**src/rtl/lsu_bus_master.sv**
```systemverilog
// Load/store unit bridging a single-cycle RV32I core to a valid/ready request, rvalid response bus.
// Performs lane steering, sign/zero extension, legality checks and a response timeout.
module lsu_bus_master #(
  parameter int unsigned TIMEOUT_CYCLES = 256
) (
  input  logic        clk,
  input  logic        rst_n,
  input  logic        mem_read,
  input  logic        mem_write,
  input  logic [2:0]  funct3,
  input  logic [31:0] addr,
  input  logic [31:0] store_data,
  output logic [31:0] read_data,
  output logic        stall,
  output logic        access_fault,
  output logic        bus_valid,
  input  logic        bus_ready,
  output logic        bus_we,
  output logic [31:0] bus_addr,
  output logic [3:0]  bus_be,
  output logic [31:0] bus_wdata,
  input  logic        bus_rvalid,
  input  logic [31:0] bus_rdata
);

  typedef enum logic [1:0] {IDLE, REQ, WAIT_RSP, DONE} state_e;

  localparam int unsigned CW = (TIMEOUT_CYCLES > 1) ? $clog2(TIMEOUT_CYCLES + 1) : 1;

  state_e        state_q, state_d;
  logic [CW-1:0] cnt_q, cnt_d;
  logic          valid_q, valid_d;
  logic          we_q, we_d;
  logic [31:0]   addr_q, addr_d;
  logic [3:0]    be_q, be_d;
  logic [31:0]   wdata_q, wdata_d;
  logic [31:0]   rdata_q, rdata_d;
  logic          fault_q, fault_d;
  logic [2:0]    f3_q, f3_d;
  logic [1:0]    lane_q, lane_d;

  logic          illegal;
  logic          tmo_hit;
  logic [3:0]    be_calc;
  logic [31:0]   wdata_calc;
  logic [7:0]    byte_sel;
  logic [15:0]   half_sel;
  logic [31:0]   load_ext;

  assign stall = (mem_read | mem_write) && (state_q != DONE);

  // Width code funct3[1:0] is shared by loads and stores: 00 byte, 01 half, 10 word.
  always_comb begin
    illegal = 1'b0;
    if (mem_read && mem_write) begin
      illegal = 1'b1;
    end else if (mem_read) begin
      if (funct3 == 3'b011 || funct3 == 3'b110 || funct3 == 3'b111) illegal = 1'b1;
    end else if (mem_write) begin
      if (funct3[2] || funct3[1:0] == 2'b11) illegal = 1'b1;
    end
    if (funct3[1:0] == 2'b01 && addr[0]) illegal = 1'b1;
    if (funct3[1:0] == 2'b10 && addr[1:0] != 2'b00) illegal = 1'b1;
  end

  always_comb begin
    be_calc    = 4'b1111;
    wdata_calc = store_data;
    case (funct3[1:0])
      2'b00: begin
        be_calc    = 4'b0001 << addr[1:0];
        wdata_calc = {4{store_data[7:0]}};
      end
      2'b01: begin
        be_calc    = addr[1] ? 4'b1100 : 4'b0011;
        wdata_calc = {2{store_data[15:0]}};
      end
      default: ;
    endcase
  end

  always_comb begin
    case (lane_q)
      2'd0:    byte_sel = bus_rdata[7:0];
      2'd1:    byte_sel = bus_rdata[15:8];
      2'd2:    byte_sel = bus_rdata[23:16];
      default: byte_sel = bus_rdata[31:24];
    endcase
    half_sel = lane_q[1] ? bus_rdata[31:16] : bus_rdata[15:0];
    case (f3_q)
      3'b000:  load_ext = {{24{byte_sel[7]}}, byte_sel};
      3'b100:  load_ext = {24'd0, byte_sel};
      3'b001:  load_ext = {{16{half_sel[15]}}, half_sel};
      3'b101:  load_ext = {16'd0, half_sel};
      default: load_ext = bus_rdata;
    endcase
  end

  // Fires on the TIMEOUT_CYCLES-th cycle spent in REQ/WAIT_RSP.
  assign tmo_hit = (TIMEOUT_CYCLES != 0) && ((cnt_q + 1'b1) == CW'(TIMEOUT_CYCLES));

  always_comb begin
    state_d = state_q;
    cnt_d   = cnt_q;
    valid_d = valid_q;
    we_d    = we_q;
    addr_d  = addr_q;
    be_d    = be_q;
    wdata_d = wdata_q;
    rdata_d = rdata_q;
    fault_d = fault_q;
    f3_d    = f3_q;
    lane_d  = lane_q;
    case (state_q)
      IDLE: begin
        cnt_d = '0;
        if (mem_read | mem_write) begin
          if (illegal) begin
            state_d = DONE;
            fault_d = 1'b1;
            rdata_d = 32'd0;
          end else begin
            state_d = REQ;
            valid_d = 1'b1;
            we_d    = mem_write;
            addr_d  = {addr[31:2], 2'b00};
            be_d    = be_calc;
            wdata_d = wdata_calc;
            f3_d    = funct3;
            lane_d  = addr[1:0];
            fault_d = 1'b0;
          end
        end
      end
      REQ: begin
        cnt_d = cnt_q + 1'b1;
        if (tmo_hit) begin
          state_d = DONE;
          valid_d = 1'b0;
          fault_d = 1'b1;
          rdata_d = 32'd0;
        end else if (bus_ready) begin
          state_d = WAIT_RSP;
          valid_d = 1'b0;
        end
      end
      WAIT_RSP: begin
        cnt_d = cnt_q + 1'b1;
        if (bus_rvalid) begin
          state_d = DONE;
          fault_d = 1'b0;
          if (!we_q) rdata_d = load_ext;
        end else if (tmo_hit) begin
          state_d = DONE;
          fault_d = 1'b1;
          rdata_d = 32'd0;
        end
      end
      default: begin
        state_d = IDLE;
        cnt_d   = '0;
        fault_d = 1'b0;
      end
    endcase
  end

  always_ff @(posedge clk or negedge rst_n) begin
    if (!rst_n) begin
      state_q <= IDLE;
      cnt_q   <= '0;
      valid_q <= 1'b0;
      we_q    <= 1'b0;
      addr_q  <= 32'd0;
      be_q    <= 4'd0;
      wdata_q <= 32'd0;
      rdata_q <= 32'd0;
      fault_q <= 1'b0;
      f3_q    <= 3'd0;
      lane_q  <= 2'd0;
    end else begin
      state_q <= state_d;
      cnt_q   <= cnt_d;
      valid_q <= valid_d;
      we_q    <= we_d;
      addr_q  <= addr_d;
      be_q    <= be_d;
      wdata_q <= wdata_d;
      rdata_q <= rdata_d;
      fault_q <= fault_d;
      f3_q    <= f3_d;
      lane_q  <= lane_d;
    end
  end

  assign bus_valid    = valid_q;
  assign bus_we       = we_q;
  assign bus_addr     = addr_q;
  assign bus_be       = be_q;
  assign bus_wdata    = wdata_q;
  assign read_data    = rdata_q;
  assign access_fault = fault_q;

endmodule

```
**config.mk**
```make
export PLATFORM = sky130hd
export DESIGN_NAME = lsu_bus_master
export DESIGN_NICKNAME = d
export VERILOG_FILES = /design/src/rtl/lsu_bus_master.sv
export SDC_FILE = /design/constraint.sdc
export NUM_CORES = 1
export LEC_CHECK = 0
export CAP_MARGIN = 20
export CORE_MARGIN = 5
export CORE_UTILIZATION = 48
export DETAILED_ROUTE_END_ITERATION = 6
export HOLD_SLACK_MARGIN = 0.15
export PLACE_DENSITY = 0.86
export RECOVER_POWER = 25
export REMOVE_ABC_BUFFERS = 1
export SLEW_MARGIN = 5
export SYNTH_ARGS = -nofsm -noshare
export SYNTH_HDL_FRONTEND = slang
export SYNTH_SLANG_ARGS = --single-unit
```
**constraint.sdc**
```tcl
create_clock -name clk -period 3.8 [get_ports clk]
set_clock_uncertainty 0.05 [all_clocks]
set_input_delay 0.38 -clock clk [delete_from_list [all_inputs] [get_ports clk]]
set_output_delay 0.38 -clock clk [all_outputs]
set_load 0.01 [all_outputs]
```
==> metrics.log, run 1 <==
INFO  metric placedInstanceArea = 7740 um2
INFO  metric cts_hold_buffers = 1
INFO  metric switchingPower = 2.31 mW
INFO  metric outcome = completed
INFO  metric fp.dieW = 118 um
INFO  metric synth_area_per_cell = 9.44 um2
INFO  metric fill_cell_total_of_the_finished_layout = 812
INFO  metric multi_input_area = 2460 um2
INFO  metric destination_of_the_worst_register_to_register_timing_path = read_data[2]
INFO  metric chipHeight = 118 um
INFO  metric clkPwrFrac = 0.244
INFO  metric synth-main-ff-cell = sky130_fd_sc_hd__dfrtp_1
INFO  metric layout_worst_path_cycle_share = 0.710
INFO  metric p_int = 4.10 mW
INFO  metric yosysTopAreaCellShare = 0.523
INFO  metric crit_buf_inv = 0
INFO  metric die-area = 13,900 um2
INFO  metric top_level_ports = 209
INFO  metric crit_path_top_delay_cell = sky130_fd_sc_hd__a31oi_1
INFO  metric num_vias = 5,210
INFO  metric power.density = 767 nW/um2
INFO  metric cpLargestDelayFamily = compound AO/OA/AOI/OAI gates
INFO  metric placeableCoreArea = 11,400 um2
INFO  metric numPortBuffers = 206
INFO  metric worstSetupStartpointType = register
INFO  metric seq_area = 2930 um2
INFO  metric cts.clk_slew.worst_paths = 60 ps
INFO  metric vdd_drop_max = 0.471 mV
INFO  metric finalNetCount = 899
INFO  metric unrepaired_setup_endpoints_after_global_routing = false
INFO  metric synthToLayoutAreaGrowth = 49.2%
INFO  metric combinationalPowerShare = 0.423
INFO  metric critical_path_endpoint_category = register
INFO  metric wl_per_cell = 18.1 um
INFO  metric grt_antenna_before_repair = 0
INFO  metric global_route_wire_length_before_repair = 27,800 um
INFO  metric p_seq_frac = 0.333
INFO  metric ys_ff_latch = 117
INFO  metric globalRoute.totalOverflow = 0
INFO  metric final_hold_viol_count = 0
INFO  metric min_path_type = register to register
INFO  metric crit_chain = ha_1 -> xnor2_1 -> or4_1 -> a211o_2 -> a31oi_1 -> o21ai_0
INFO  metric worstPathArrival = 2890 ps
INFO  metric fin_worst_hold_slack = 426 ps
INFO  metric synth-async-reset-ratio = 1.00
INFO  metric dr.pass1.iters = 5
INFO  metric netlist.top_cell.by_area = sky130_fd_sc_hd__dfrtp_1
INFO  metric setup-violations-final = 0
INFO  metric num_antenna_cells = 0
INFO  metric yosysWarningCount = 0
INFO  metric insertion_delay = 400 ps
INFO  metric power.static_leakage = 3.82 nW
INFO  metric tns = 0 ps
INFO  metric placement_rows = 39
INFO  metric ff2ff_setup_slack = 1100 ps
INFO  metric worst-r2r-cell-count = 6
INFO  metric clock_tree.htree_level_count = 4
INFO  metric worst-setup-path-type = register to register
INFO  metric fmax = 0.370 GHz
INFO  metric grt_util_all_layers = 0.244
INFO  metric maximum_fanout_encountered_on_the_critical_timing_path = 8
INFO  metric yosys.cell_count.top_type = sky130_fd_sc_hd__nand2_1
INFO  metric cts_max_path_buffers = 2
INFO  metric synth_edf_count = 0
INFO  metric number_of_global_route_vias_before_repair = 5,488
INFO  metric synth.yosys.seq_area_share = 0.523
INFO  metric initial_core_util = 0.490
INFO  metric postCtsSetupBuffers = 0
INFO  metric cpPeakStageDelay = 600 ps
INFO  metric syn_inst_count = 593
INFO  metric postRouteAntennaNets = 0
INFO  metric synth_area = 5600 um2
INFO  metric root_buffer = sky130_fd_sc_hd__clkbuf_16
INFO  metric grt_start_max_net_pins = 84
INFO  metric ctsResizeCount = 0
INFO  metric worst_rel_slew_slack = 0.139
INFO  metric crit-reg2reg-launch = cnt_q[0]
INFO  metric hold_path_depth = 2
INFO  metric post-route-util = 0.731
INFO  metric finalWeightedCongestion = 0.868
INFO  metric min_period = 2700 ps
INFO  metric timing_max_transition_violations_final = 0
INFO  metric max_cap_viol_count = 0
INFO  metric clock_tree_from_tritoncts = done
INFO  metric share_of_layout_cells_above_drive_strength_1 = 0.0698
INFO  metric post_route_cell_area = 8350 um2
INFO  metric timing.critical_path.required = 3990 ps
INFO  metric route.detailed.drc = 0
INFO  metric synth_common_cells = sky130_fd_sc_hd__nand2_1, sky130_fd_sc_hd__dfrtp_1, sky130_fd_sc_hd__o21ai_0
INFO  metric proportion_of_total_power_due_to_net_switching = 0.361
INFO  metric post-dp-hpwl = 12,400 um
INFO  metric synth_area_leaders = sky130_fd_sc_hd__dfrtp_1, sky130_fd_sc_hd__nand2_1, sky130_fd_sc_hd__o21ai_0, sky130_fd_sc_hd__mux2i_1, sky130_fd_sc_hd__a21o_1
INFO  metric hp-start = bus_addr[3]
INFO  metric synthDistinctLibCells = 56
INFO  metric final_wirelength = 17,100 um
INFO  metric max_slew.worst_pin.slew = 1290 ps
INFO  metric tritoncts.num_buffers = 17
INFO  metric clock-sinks = 117
INFO  metric worstHoldEndpoint = bus_addr[3]
INFO  metric drt-initial-drc-count = 474
INFO  metric route.detailed.vias_per_inst = 5.51
[metal layers]
| layer | up-vias | GRT usage | part of all wire |
|---|---|---|---|
| li1 | 2426 | - | - |
| met1 | 2500 | 0.283 | 0.39 |
| met5 | - | 0 | 0 |
| met4 | 0 | 0.0746 | 0.017 |
| met2 | 253 | 0.400 | 0.48 |
| met3 | 31 | 0.118 | 0.11 |
[worst register-to-register path: stages, from the launching register on]
cell and delay (ps):
sky130_fd_sc_hd__dfrtp_1 420, sky130_fd_sc_hd__ha_1 320, sky130_fd_sc_hd__xnor2_1 150, sky130_fd_sc_hd__or4_1 400, sky130_fd_sc_hd__a211o_2 380, sky130_fd_sc_hd__a31oi_1 610, sky130_fd_sc_hd__o21ai_0 210
[final cells by class]
type / count / area share
timing repair buffer: 215 / 0.257
multi-input combinational: 424 / 0.294
clock buffer: 20 / 0.0547
sequential: 117 / 0.351
tap: 143 / 0.0214
clock inverter: 12 / 0.0156
inverter: 14 / 0.00629
[power groups by stage]
stage / combinational (mW) / sequential [mW] / clock (mW)
finish: 2.71 / 2.13 / 1.56
global route: 2.96 / 2.19 / 1.65
CTS: 2.73 / 2.13 / 1.58
detailed placement: 2.70 / 2.14 / 0
global placement: 2.62 / 2.11 / 0
floorplan: 1.08 / 2.26 / 0
[stage by stage]
| stage | std cells | setup slack (ps) | power (mW) |
|---|---|---|---|
| 6_report | 945 | 1100 | 6.41 |
| 2_1_floorplan | 555 | 783 | 3.35 |
| 4_1_cts | 944 | 1010 | 6.44 |
| 5_1_grt | 945 | 891 | 6.81 |
| 3_3_place_gp | 911 | 839 | 4.73 |
| 3_5_place_dp | 911 | 746 | 4.84 |
[layout by cell type, fill, tap and decap left out, types with 4 or more instances in the layout]
master,count
sky130_fd_sc_hd__buf_4,6
sky130_fd_sc_hd__and2_0,4
sky130_fd_sc_hd__clkinvlp_4,5
sky130_fd_sc_hd__mux2i_1,26
sky130_fd_sc_hd__a2bb2oi_1,9
sky130_fd_sc_hd__ha_1,5
sky130_fd_sc_hd__a21oi_1,20
sky130_fd_sc_hd__o2bb2ai_1,7
sky130_fd_sc_hd__o221ai_1,8
sky130_fd_sc_hd__nor2_1,23
sky130_fd_sc_hd__a31oi_1,4
sky130_fd_sc_hd__nand2_1,160
sky130_fd_sc_hd__inv_1,14
sky130_fd_sc_hd__dfrtp_1,117
sky130_fd_sc_hd__o21ai_0,56
sky130_fd_sc_hd__xnor2_1,5
sky130_fd_sc_hd__a22o_1,13
sky130_fd_sc_hd__a21o_1,17
sky130_fd_sc_hd__a22o_2,4
sky130_fd_sc_hd__clkdlybuf4s50_1,205
sky130_fd_sc_hd__clkbuf_16,17
sky130_fd_sc_hd__nand2b_1,14
sky130_fd_sc_hd__nand3_1,5
[how the worst max path moves through the flow]
| stage | to | slack (ps) | cells after the start | startpoint |
|---|---|---|---|---|
| finish | read_data[2] | 1100 | 6 | cnt_q[0] |
| floorplan | bus_be[0] | 780 | 4 | mem_read |
| detailed placement | bus_wdata[28] | 750 | 7 | mem_read |
| global route | bus_wdata[25] | 890 | 7 | mem_read |
| global placement | bus_wdata[20] | 840 | 7 | mem_read |
| CTS | read_data[3] | 1010 | 6 | state_q[0] |
[sequential cells by signal, indices dropped and copies added (netlist names), 2 cells and up]
signal and cells:
bus_addr 30, state_q 2, f3_q 3, cnt_q 9, read_data 32, bus_be 4, bus_wdata 32, lane_q 2
[kinds of logic after synthesis]
group	Yosys count	synth area share
multiplexers	29	0.0545
AND/OR/NAND/NOR	226	0.172
AO/OA/AOI/OAI	156	0.189
other	1	0.000670
buffers and inverters	53	0.0400
adder cells (fa/ha/maj)	5	0.0112
flip-flops	117	0.523
XOR/XNOR	6	0.00939
Note: power is estimated with default switching activity, not from simulation.
==> inputs of run 2 (changes only) <==
CORE_UTILIZATION = 45   (was 48)
PLACE_DENSITY = 0.81   (was 0.86)
clock period = 2.5 ns   (was 3.8 ns; I/O delays follow)
==> metrics.log, run 2 (synthesis results as in run 1) <==
INFO  metric top_level_ports = 209 (unchanged)
INFO  metric maximum_fanout_encountered_on_the_critical_timing_path = 24 (+16)
INFO  metric fp.dieW = 122 um (+3.0%)
INFO  metric totalPowerFinal = 10.1 mW (+57%)
INFO  metric min_period = 2350 ps (-351 ps)
INFO  metric worstPathArrival = 2600 ps (-290 ps)
INFO  metric power.density = 1180 nW/um2 (+53%)
INFO  metric post-route-util = 0.707 (-0.0249)
INFO  metric clkPwrFrac = 0.259 (+0.015)
INFO  metric destination_of_the_worst_register_to_register_timing_path = read_data[17]
INFO  metric power.static_leakage = 3.93 nW (+3.1%)
INFO  metric postRouteAntennaNets = 0 (unchanged)
INFO  metric final_hold_viol_count = 0 (unchanged)
INFO  metric number_of_global_route_vias_before_repair = 5,367 (-2.2%)
INFO  metric placement_rows = 40 (+2.6%)
INFO  metric unrepaired_setup_endpoints_after_global_routing = false
INFO  metric clock_tree.htree_level_count = 4 (unchanged)
INFO  metric grt_antenna_before_repair = 0 (unchanged)
INFO  metric tns = 0 ps (unchanged)
INFO  metric timing.critical_path.required = 2750 ps (-1240 ps)
INFO  metric worst-r2r-cell-count = 6 (unchanged)
INFO  metric setup-violations-final = 0 (unchanged)
INFO  metric finalNetCount = 912 (+1.4%)
INFO  metric hp-start = addr[4]
INFO  metric cpPeakStageDelay = 410 ps (-190 ps)
INFO  metric post-dp-hpwl = 12,600 um (+1.8%)
INFO  metric fill_cell_total_of_the_finished_layout = 892 (+9.9%)
INFO  metric vdd_drop_max = 0.759 mV (+61%)
INFO  metric worstSetupStartpointType = register
INFO  metric grt_start_max_net_pins = 74 (-12%)
INFO  metric cts_max_path_buffers = 2 (unchanged)
INFO  metric timing_max_transition_violations_final = 0 (unchanged)
INFO  metric place.detailed.instances = 949 (+4.2%)
INFO  metric proportion_of_total_power_due_to_net_switching = 0.350 (-0.0104)
INFO  metric grt_util_all_layers = 0.236 (-0.00799)
INFO  metric max_slew.worst_pin.slew = 1170 ps (-123 ps)
INFO  metric route.detailed.vias_per_inst = 5.36 (-2.9%)
INFO  metric global_route_wire_length_before_repair = 27,400 um (-1.4%)
INFO  metric crit_chain = ha_1 -> xnor2_1 -> or4_1 -> a211o_2 -> a31o_4 -> a22o_2
INFO  metric combinationalPowerShare = 0.430 (+0.007)
INFO  metric hold_path_depth = 3 (+1)
INFO  metric switchingPower = 3.53 mW (+53%)
INFO  metric num_vias = 5,264 (+1.0%)
INFO  metric final_wirelength = 17,400 um (+1.6%)
INFO  metric final_critical_path_setup_slack = 152 ps (-949 ps)
INFO  metric root_buffer = sky130_fd_sc_hd__clkbuf_16
INFO  metric num_antenna_cells = 0 (unchanged)
INFO  metric insertion_delay = 410 ps (about the same)
INFO  metric chipHeight = 122 um (+3.0%)
INFO  metric finish.cell_count_without_fillers = 983 (+4.0%)
INFO  metric placedInstanceArea = 7910 um2 (+2.1%)
INFO  metric numPortBuffers = 206 (unchanged)
INFO  metric pre_cts_ws = -47.3 ps (-793 ps)
INFO  metric ff2ff_setup_slack = 150 ps (-950 ps)
INFO  metric dr.pass1.iters = 5 (unchanged)
INFO  metric worst-setup-path-type = register to register
INFO  metric max_cap_viol_count = 0 (unchanged)
INFO  metric outcome = completed
INFO  metric clock-sinks = 117 (unchanged)
INFO  metric wl_per_cell = 17.7 um (-2.4%)
INFO  metric clock_tree_from_tritoncts = done
INFO  metric tritoncts.num_buffers = 17 (unchanged)
INFO  metric postCtsSetupBuffers = 0 (unchanged)
INFO  metric fmax = 0.426 GHz (+15%)
INFO  metric final_cell_mix = sky130_fd_sc_hd__clkdlybuf4s50_1, sky130_fd_sc_hd__nand2_1, sky130_fd_sc_hd__dfrtp_1
INFO  metric crit-reg2reg-launch = cnt_q[0]
INFO  metric cts.clk_slew.worst_paths = 50 ps (about the same)
INFO  metric most_common_cell_after_layout_fill_and_taps_aside = sky130_fd_sc_hd__clkdlybuf4s50_1
INFO  metric die-area = 14,800 um2 (+6.1%)
INFO  metric globalRoute.totalOverflow = 0 (unchanged)
INFO  metric min_path_type = input pin to register
INFO  metric initial_core_util = 0.462 (-0.0281)
INFO  metric share_of_layout_cells_above_drive_strength_1 = 0.0871 (+0.0173)
INFO  metric post_route_cell_area = 8560 um2 (+2.5%)
INFO  metric worstHoldEndpoint = bus_addr[4]
INFO  metric finalWeightedCongestion = 0.940 (+8.3%)
INFO  metric fin_worst_hold_slack = 315 ps (-110 ps)
INFO  metric synthToLayoutAreaGrowth = 52.8%
INFO  metric route.detailed.drc = 0 (unchanged)
INFO  metric crit_path_top_delay_cell = sky130_fd_sc_hd__dfrtp_1
INFO  metric multi_input_area = 2460 um2 (+0.25%)
INFO  metric placeableCoreArea = 12,100 um2 (+6.1%)
INFO  metric seq_area = 2930 um2 (unchanged)
INFO  metric p_seq_frac = 0.311 (-0.022)
INFO  metric worst_rel_slew_slack = 0.221 (+0.0819)
INFO  metric critical_path_endpoint_category = register
INFO  metric drt-initial-drc-count = 532 (+12%)
INFO  metric p_int = 6.54 mW (+60%)
INFO  metric layout_worst_path_cycle_share = 0.939 (+0.229)
-- run 2: changes by cell type in the layout (fill, tap and decap cells not counted), moves of 2 or more --
| cell | delta |
|---|---|
| sky130_fd_sc_hd__buf_4 | +11 |
| sky130_fd_sc_hd__clkbuf_8 | +5 |
| sky130_fd_sc_hd__and2_0 | -4 |
| sky130_fd_sc_hd__and2_1 | +4 |
| sky130_fd_sc_hd__clkinvlp_4 | -4 |
| sky130_fd_sc_hd__buf_12 | +2 |
| sky130_fd_sc_hd__clkinv_4 | -2 |
-- run 2: final cells by class --
class,instances,share of cell area
Clock buffer,24,0.0610
Clock inverter,8,0.0137
Inverter,14,0.00614
Multi-Input combinational cell,424,0.288
Sequential cell,117,0.342
Tap cell,168,0.0246
Timing Repair Buffer,228,0.264
-- run 2: critical path: cells and delay by family (launching register included) --
| kind | cells | cell delay, ps |
|---|---|---|
| AO/OA/AOI/OAI | 3 | 1020 |
| flip-flops | 1 | 410 |
| XOR/XNOR | 1 | 130 |
| adder cells (fa/ha/maj) | 1 | 240 |
| AND/OR/NAND/NOR | 1 | 390 |
-- run 2: layer usage --
| metal | GRT usage | share of wire |
|---|---|---|
| met3 | 0.123 | 0.12 |
| met2 | 0.373 | 0.46 |
| met5 | 0 | 0 |
| met4 | 0.0721 | 0.016 |
| met1 | 0.281 | 0.40 |
-- run 2: repair_timing --
action                                 CTS  global route
gates resized for setup                  1             0
setup endpoints to repair                2             0
endpoints found under the hold margin   45             0
hold buffers                             1             0
-- run 2: worst max path at each step --
stage / start / to / slack (ps) / depth (start not counted)
2_1_floorplan: mem_read / bus_be[0] / -390 / 4
4_1_cts: cnt_q[0] / read_data[17] / 150 / 6
3_3_place_gp: bus_rdata[23] / read_data[24] / 90 / 6
5_1_grt: cnt_q[0] / read_data[16] / 80 / 6
6_report: cnt_q[0] / read_data[17] / 150 / 6
3_5_place_dp: mem_read / read_data[28] / -50 / 6
-- run 2: power groups by stage --
stage,registers (mW),logic [mW],clock network (mW)
after floorplan,3.44,1.64,0
after global routing,3.23,4.70,2.72
after global placement,3.12,4.16,0
final,3.14,4.33,2.61
after detailed placement,3.15,4.30,0
after CTS,3.14,4.34,2.63
==> inputs of run 3 (changes only) <==
clock period = 2.57 ns   (was 2.5 ns; I/O delays follow)
==> metrics.log, run 3 (synthesis results as in run 1) <==
INFO  metric fin_worst_hold_slack = 324 ps (+8.44 ps)
INFO  metric most_common_cell_after_layout_fill_and_taps_aside = sky130_fd_sc_hd__clkdlybuf4s50_1
INFO  metric layout_worst_path_cycle_share = 0.930 (-0.00938)
INFO  metric top_level_ports = 209 (unchanged)
INFO  metric vdd_drop_max = 0.579 mV (-24%)
INFO  metric power.density = 1130 nW/um2 (-4.3%)
INFO  metric worst-r2r-cell-count = 7 (+1)
INFO  metric drt-initial-drc-count = 569 (+7.0%)
INFO  metric clkPwrFrac = 0.236 (-0.023)
INFO  metric worst_rel_slew_slack = 0.106 (-0.115)
INFO  metric finalWeightedCongestion = 0.934 (-0.63%)
INFO  metric placement_rows = 40 (unchanged)
INFO  metric min_period = 2390 ps (+41.6 ps)
INFO  metric final_hold_viol_count = 0 (unchanged)
INFO  metric insertion_delay = 410 ps (about the same)
INFO  metric setup-violations-final = 0 (unchanged)
INFO  metric chipHeight = 122 um (unchanged)
INFO  metric max_cap_viol_count = 0 (unchanged)
INFO  metric postRouteAntennaNets = 0 (unchanged)
INFO  metric destination_of_the_worst_register_to_register_timing_path = read_data[19]
INFO  metric postCtsSetupBuffers = 0 (unchanged)
INFO  metric crit_chain = inv_1 -> ha_1 -> nor3b_1 -> a311oi_1 -> o21ai_0 -> a31o_4 -> a22o_2
INFO  metric tns = 0 ps (unchanged)
INFO  metric cts_max_path_buffers = 2 (unchanged)
INFO  metric synthToLayoutAreaGrowth = 50.9%
INFO  metric crit-reg2reg-launch = state_q[0]
INFO  metric ff2ff_setup_slack = 180 ps (+30 ps)
INFO  metric cts.clk_slew.worst_paths = 50 ps (about the same)
INFO  metric switchingPower = 3.41 mW (-3.4%)
INFO  metric grt_start_max_net_pins = 74 (unchanged)
INFO  metric totalPowerFinal = 9.52 mW (-5.5%)
INFO  metric p_seq_frac = 0.322 (+0.011)
INFO  metric num_antenna_cells = 0 (unchanged)
INFO  metric worstSetupStartpointType = register
INFO  metric crit_path_top_delay_cell = sky130_fd_sc_hd__dfrtp_1
INFO  metric global_route_wire_length_before_repair = 27,900 um (+1.8%)
INFO  metric timing_max_transition_violations_final = 0 (unchanged)
INFO  metric unrepaired_setup_endpoints_after_global_routing = false
INFO  metric maximum_fanout_encountered_on_the_critical_timing_path = 24 (unchanged)
INFO  metric timing.critical_path.required = 2820 ps (+70 ps)
INFO  metric route.detailed.drc = 0 (unchanged)
INFO  metric critical_path_endpoint_category = register
INFO  metric p_int = 6.11 mW (-6.6%)
INFO  metric final_cell_mix = sky130_fd_sc_hd__clkdlybuf4s50_1, sky130_fd_sc_hd__nand2_1, sky130_fd_sc_hd__dfrtp_1
INFO  metric max_slew.worst_pin.slew = 1340 ps (+173 ps)
INFO  metric worstPathArrival = 2640 ps (+40 ps)
INFO  metric clock_tree_from_tritoncts = done
INFO  metric post-dp-hpwl = 12,800 um (+1.2%)
INFO  metric cpPeakStageDelay = 390 ps (-20 ps)
INFO  metric post_route_cell_area = 8450 um2 (-1.3%)
INFO  metric fill_cell_total_of_the_finished_layout = 928 (+4.0%)
INFO  metric number_of_global_route_vias_before_repair = 5,485 (+2.2%)
INFO  metric share_of_layout_cells_above_drive_strength_1 = 0.0739 (-0.0132)
INFO  metric min_path_type = input pin to register
INFO  metric proportion_of_total_power_due_to_net_switching = 0.358 (+0.00784)
INFO  metric finalNetCount = 911 (-0.11%)
INFO  metric globalRoute.totalOverflow = 0 (unchanged)
INFO  metric outcome = completed
INFO  metric clock-sinks = 117 (unchanged)
INFO  metric critPathCapture = read_data[19]
INFO  metric initial_core_util = 0.462 (unchanged)
INFO  metric worst-setup-path-type = register to register
INFO  metric route.detailed.vias_per_inst = 5.39 (+0.63%)
INFO  metric wl_per_cell = 18.0 um (+1.9%)
INFO  metric fmax = 0.418 GHz (-1.7%)
INFO  metric grt_antenna_before_repair = 0 (unchanged)
INFO  metric worstSetupStartpoint = state_q[0]
INFO  metric combinationalPowerShare = 0.442 (+0.012)
INFO  metric post-route-util = 0.698 (-0.00899)
INFO  metric grt_util_all_layers = 0.241 (+0.00533)
INFO  metric numPortBuffers = 206 (unchanged)
INFO  metric root_buffer = sky130_fd_sc_hd__clkbuf_16
INFO  metric num_vias = 5,281 (+0.32%)
INFO  metric dr.pass1.iters = 5 (unchanged)
INFO  metric final_wirelength = 17,700 um (+1.6%)
INFO  metric power.static_leakage = 3.87 nW (-1.6%)
INFO  metric placeableCoreArea = 12,100 um2 (unchanged)
INFO  metric clock_tree.htree_level_count = 4 (unchanged)
INFO  metric fp.dieW = 122 um (unchanged)
INFO  metric die-area = 14,800 um2 (unchanged)
INFO  metric placedInstanceArea = 7890 um2 (-0.25%)
INFO  metric tritoncts.num_buffers = 17 (unchanged)
run 3: cell count changes in the layout (fill, tap and decap cells not counted), moves of 2 or more:
cell and change:
sky130_fd_sc_hd__clkbuf_8 -5, sky130_fd_sc_hd__and2_0 +3, sky130_fd_sc_hd__buf_4 -4, sky130_fd_sc_hd__clkbuf_1 +8
sky130_fd_sc_hd__and2_1 -3, sky130_fd_sc_hd__clkbuf_2 +2
run 3: area by class of cell:
cell class / instances / area [um2] / area share
flip-flops and latches: 117 / 2930 / 0.347
multi-input cells: 424 / 2460 / 0.292
repair buffers: 227 / 2240 / 0.265
clock buffers: 25 / 475 / 0.0563
well taps: 168 / 210 / 0.0249
clock inverters: 5 / 75.1 / 0.00889
inverters: 14 / 52.6 / 0.00622
run 3: how the worst min path moves through the flow:
stage | from | endpoint | slack [ps] | cells after the start
after floorplan | rst_n | access_fault | -90 | 0
after global placement | rst_n | read_data[2] | 280 | 1
after detailed placement | rst_n | read_data[3] | 290 | 1
after CTS | addr[15] | bus_addr[15] | 310 | 3
after global routing | addr[18] | bus_addr[18] | 320 | 3
final | addr[15] | bus_addr[15] | 320 | 3
run 3: worst max-delay path, delay by kind of cell (launching register included):
kind / cells / cell delay (ps)
AOI/OAI and AO/OA: 4 / 1230
DFF: 1 / 390
adders and majority gates: 1 / 290
and+or+nand+nor: 1 / 220
buffers and inverters: 1 / 80
run 3: routing by layer:
layer | global-route usage | up-vias | part of all wire
met4 | 0.0889 | 0 | 0.015
met3 | 0.129 | 21 | 0.13
met5 | 0 | - | 0
met1 | 0.282 | 2540 | 0.39
met2 | 0.378 | 269 | 0.47
li1 | - | 2451 | -
run 3: per-stage QoR:
step / worst slack [ps] / std cells
after floorplan: -324 / 555
after global placement: 123 / 948
after detailed placement: 78.4 / 948
after CTS: 95.5 / 979
after global routing: 57.9 / 980
final: 180 / 980
run 3: what timing repair did:
| item | 4_1_cts | 5_1_grt |
|---|---|---|
| endpoints found under the setup margin | 0 | 8 |
| hold buffers | 1 | 0 |
| hold endpoints to repair | 49 | 0 |
| resized for setup | 0 | 1 |
run 3: power groups by stage:
stage | Clock, mW | Sequential (mW) | Combinational, mW
6_report | 2.25 | 3.06 | 4.21
5_1_grt | 2.36 | 3.16 | 4.58
4_1_cts | 2.28 | 3.06 | 4.22
3_5_place_dp | 0 | 3.07 | 4.19
3_3_place_gp | 0 | 3.03 | 4.06
2_1_floorplan | 0 | 3.35 | 1.60
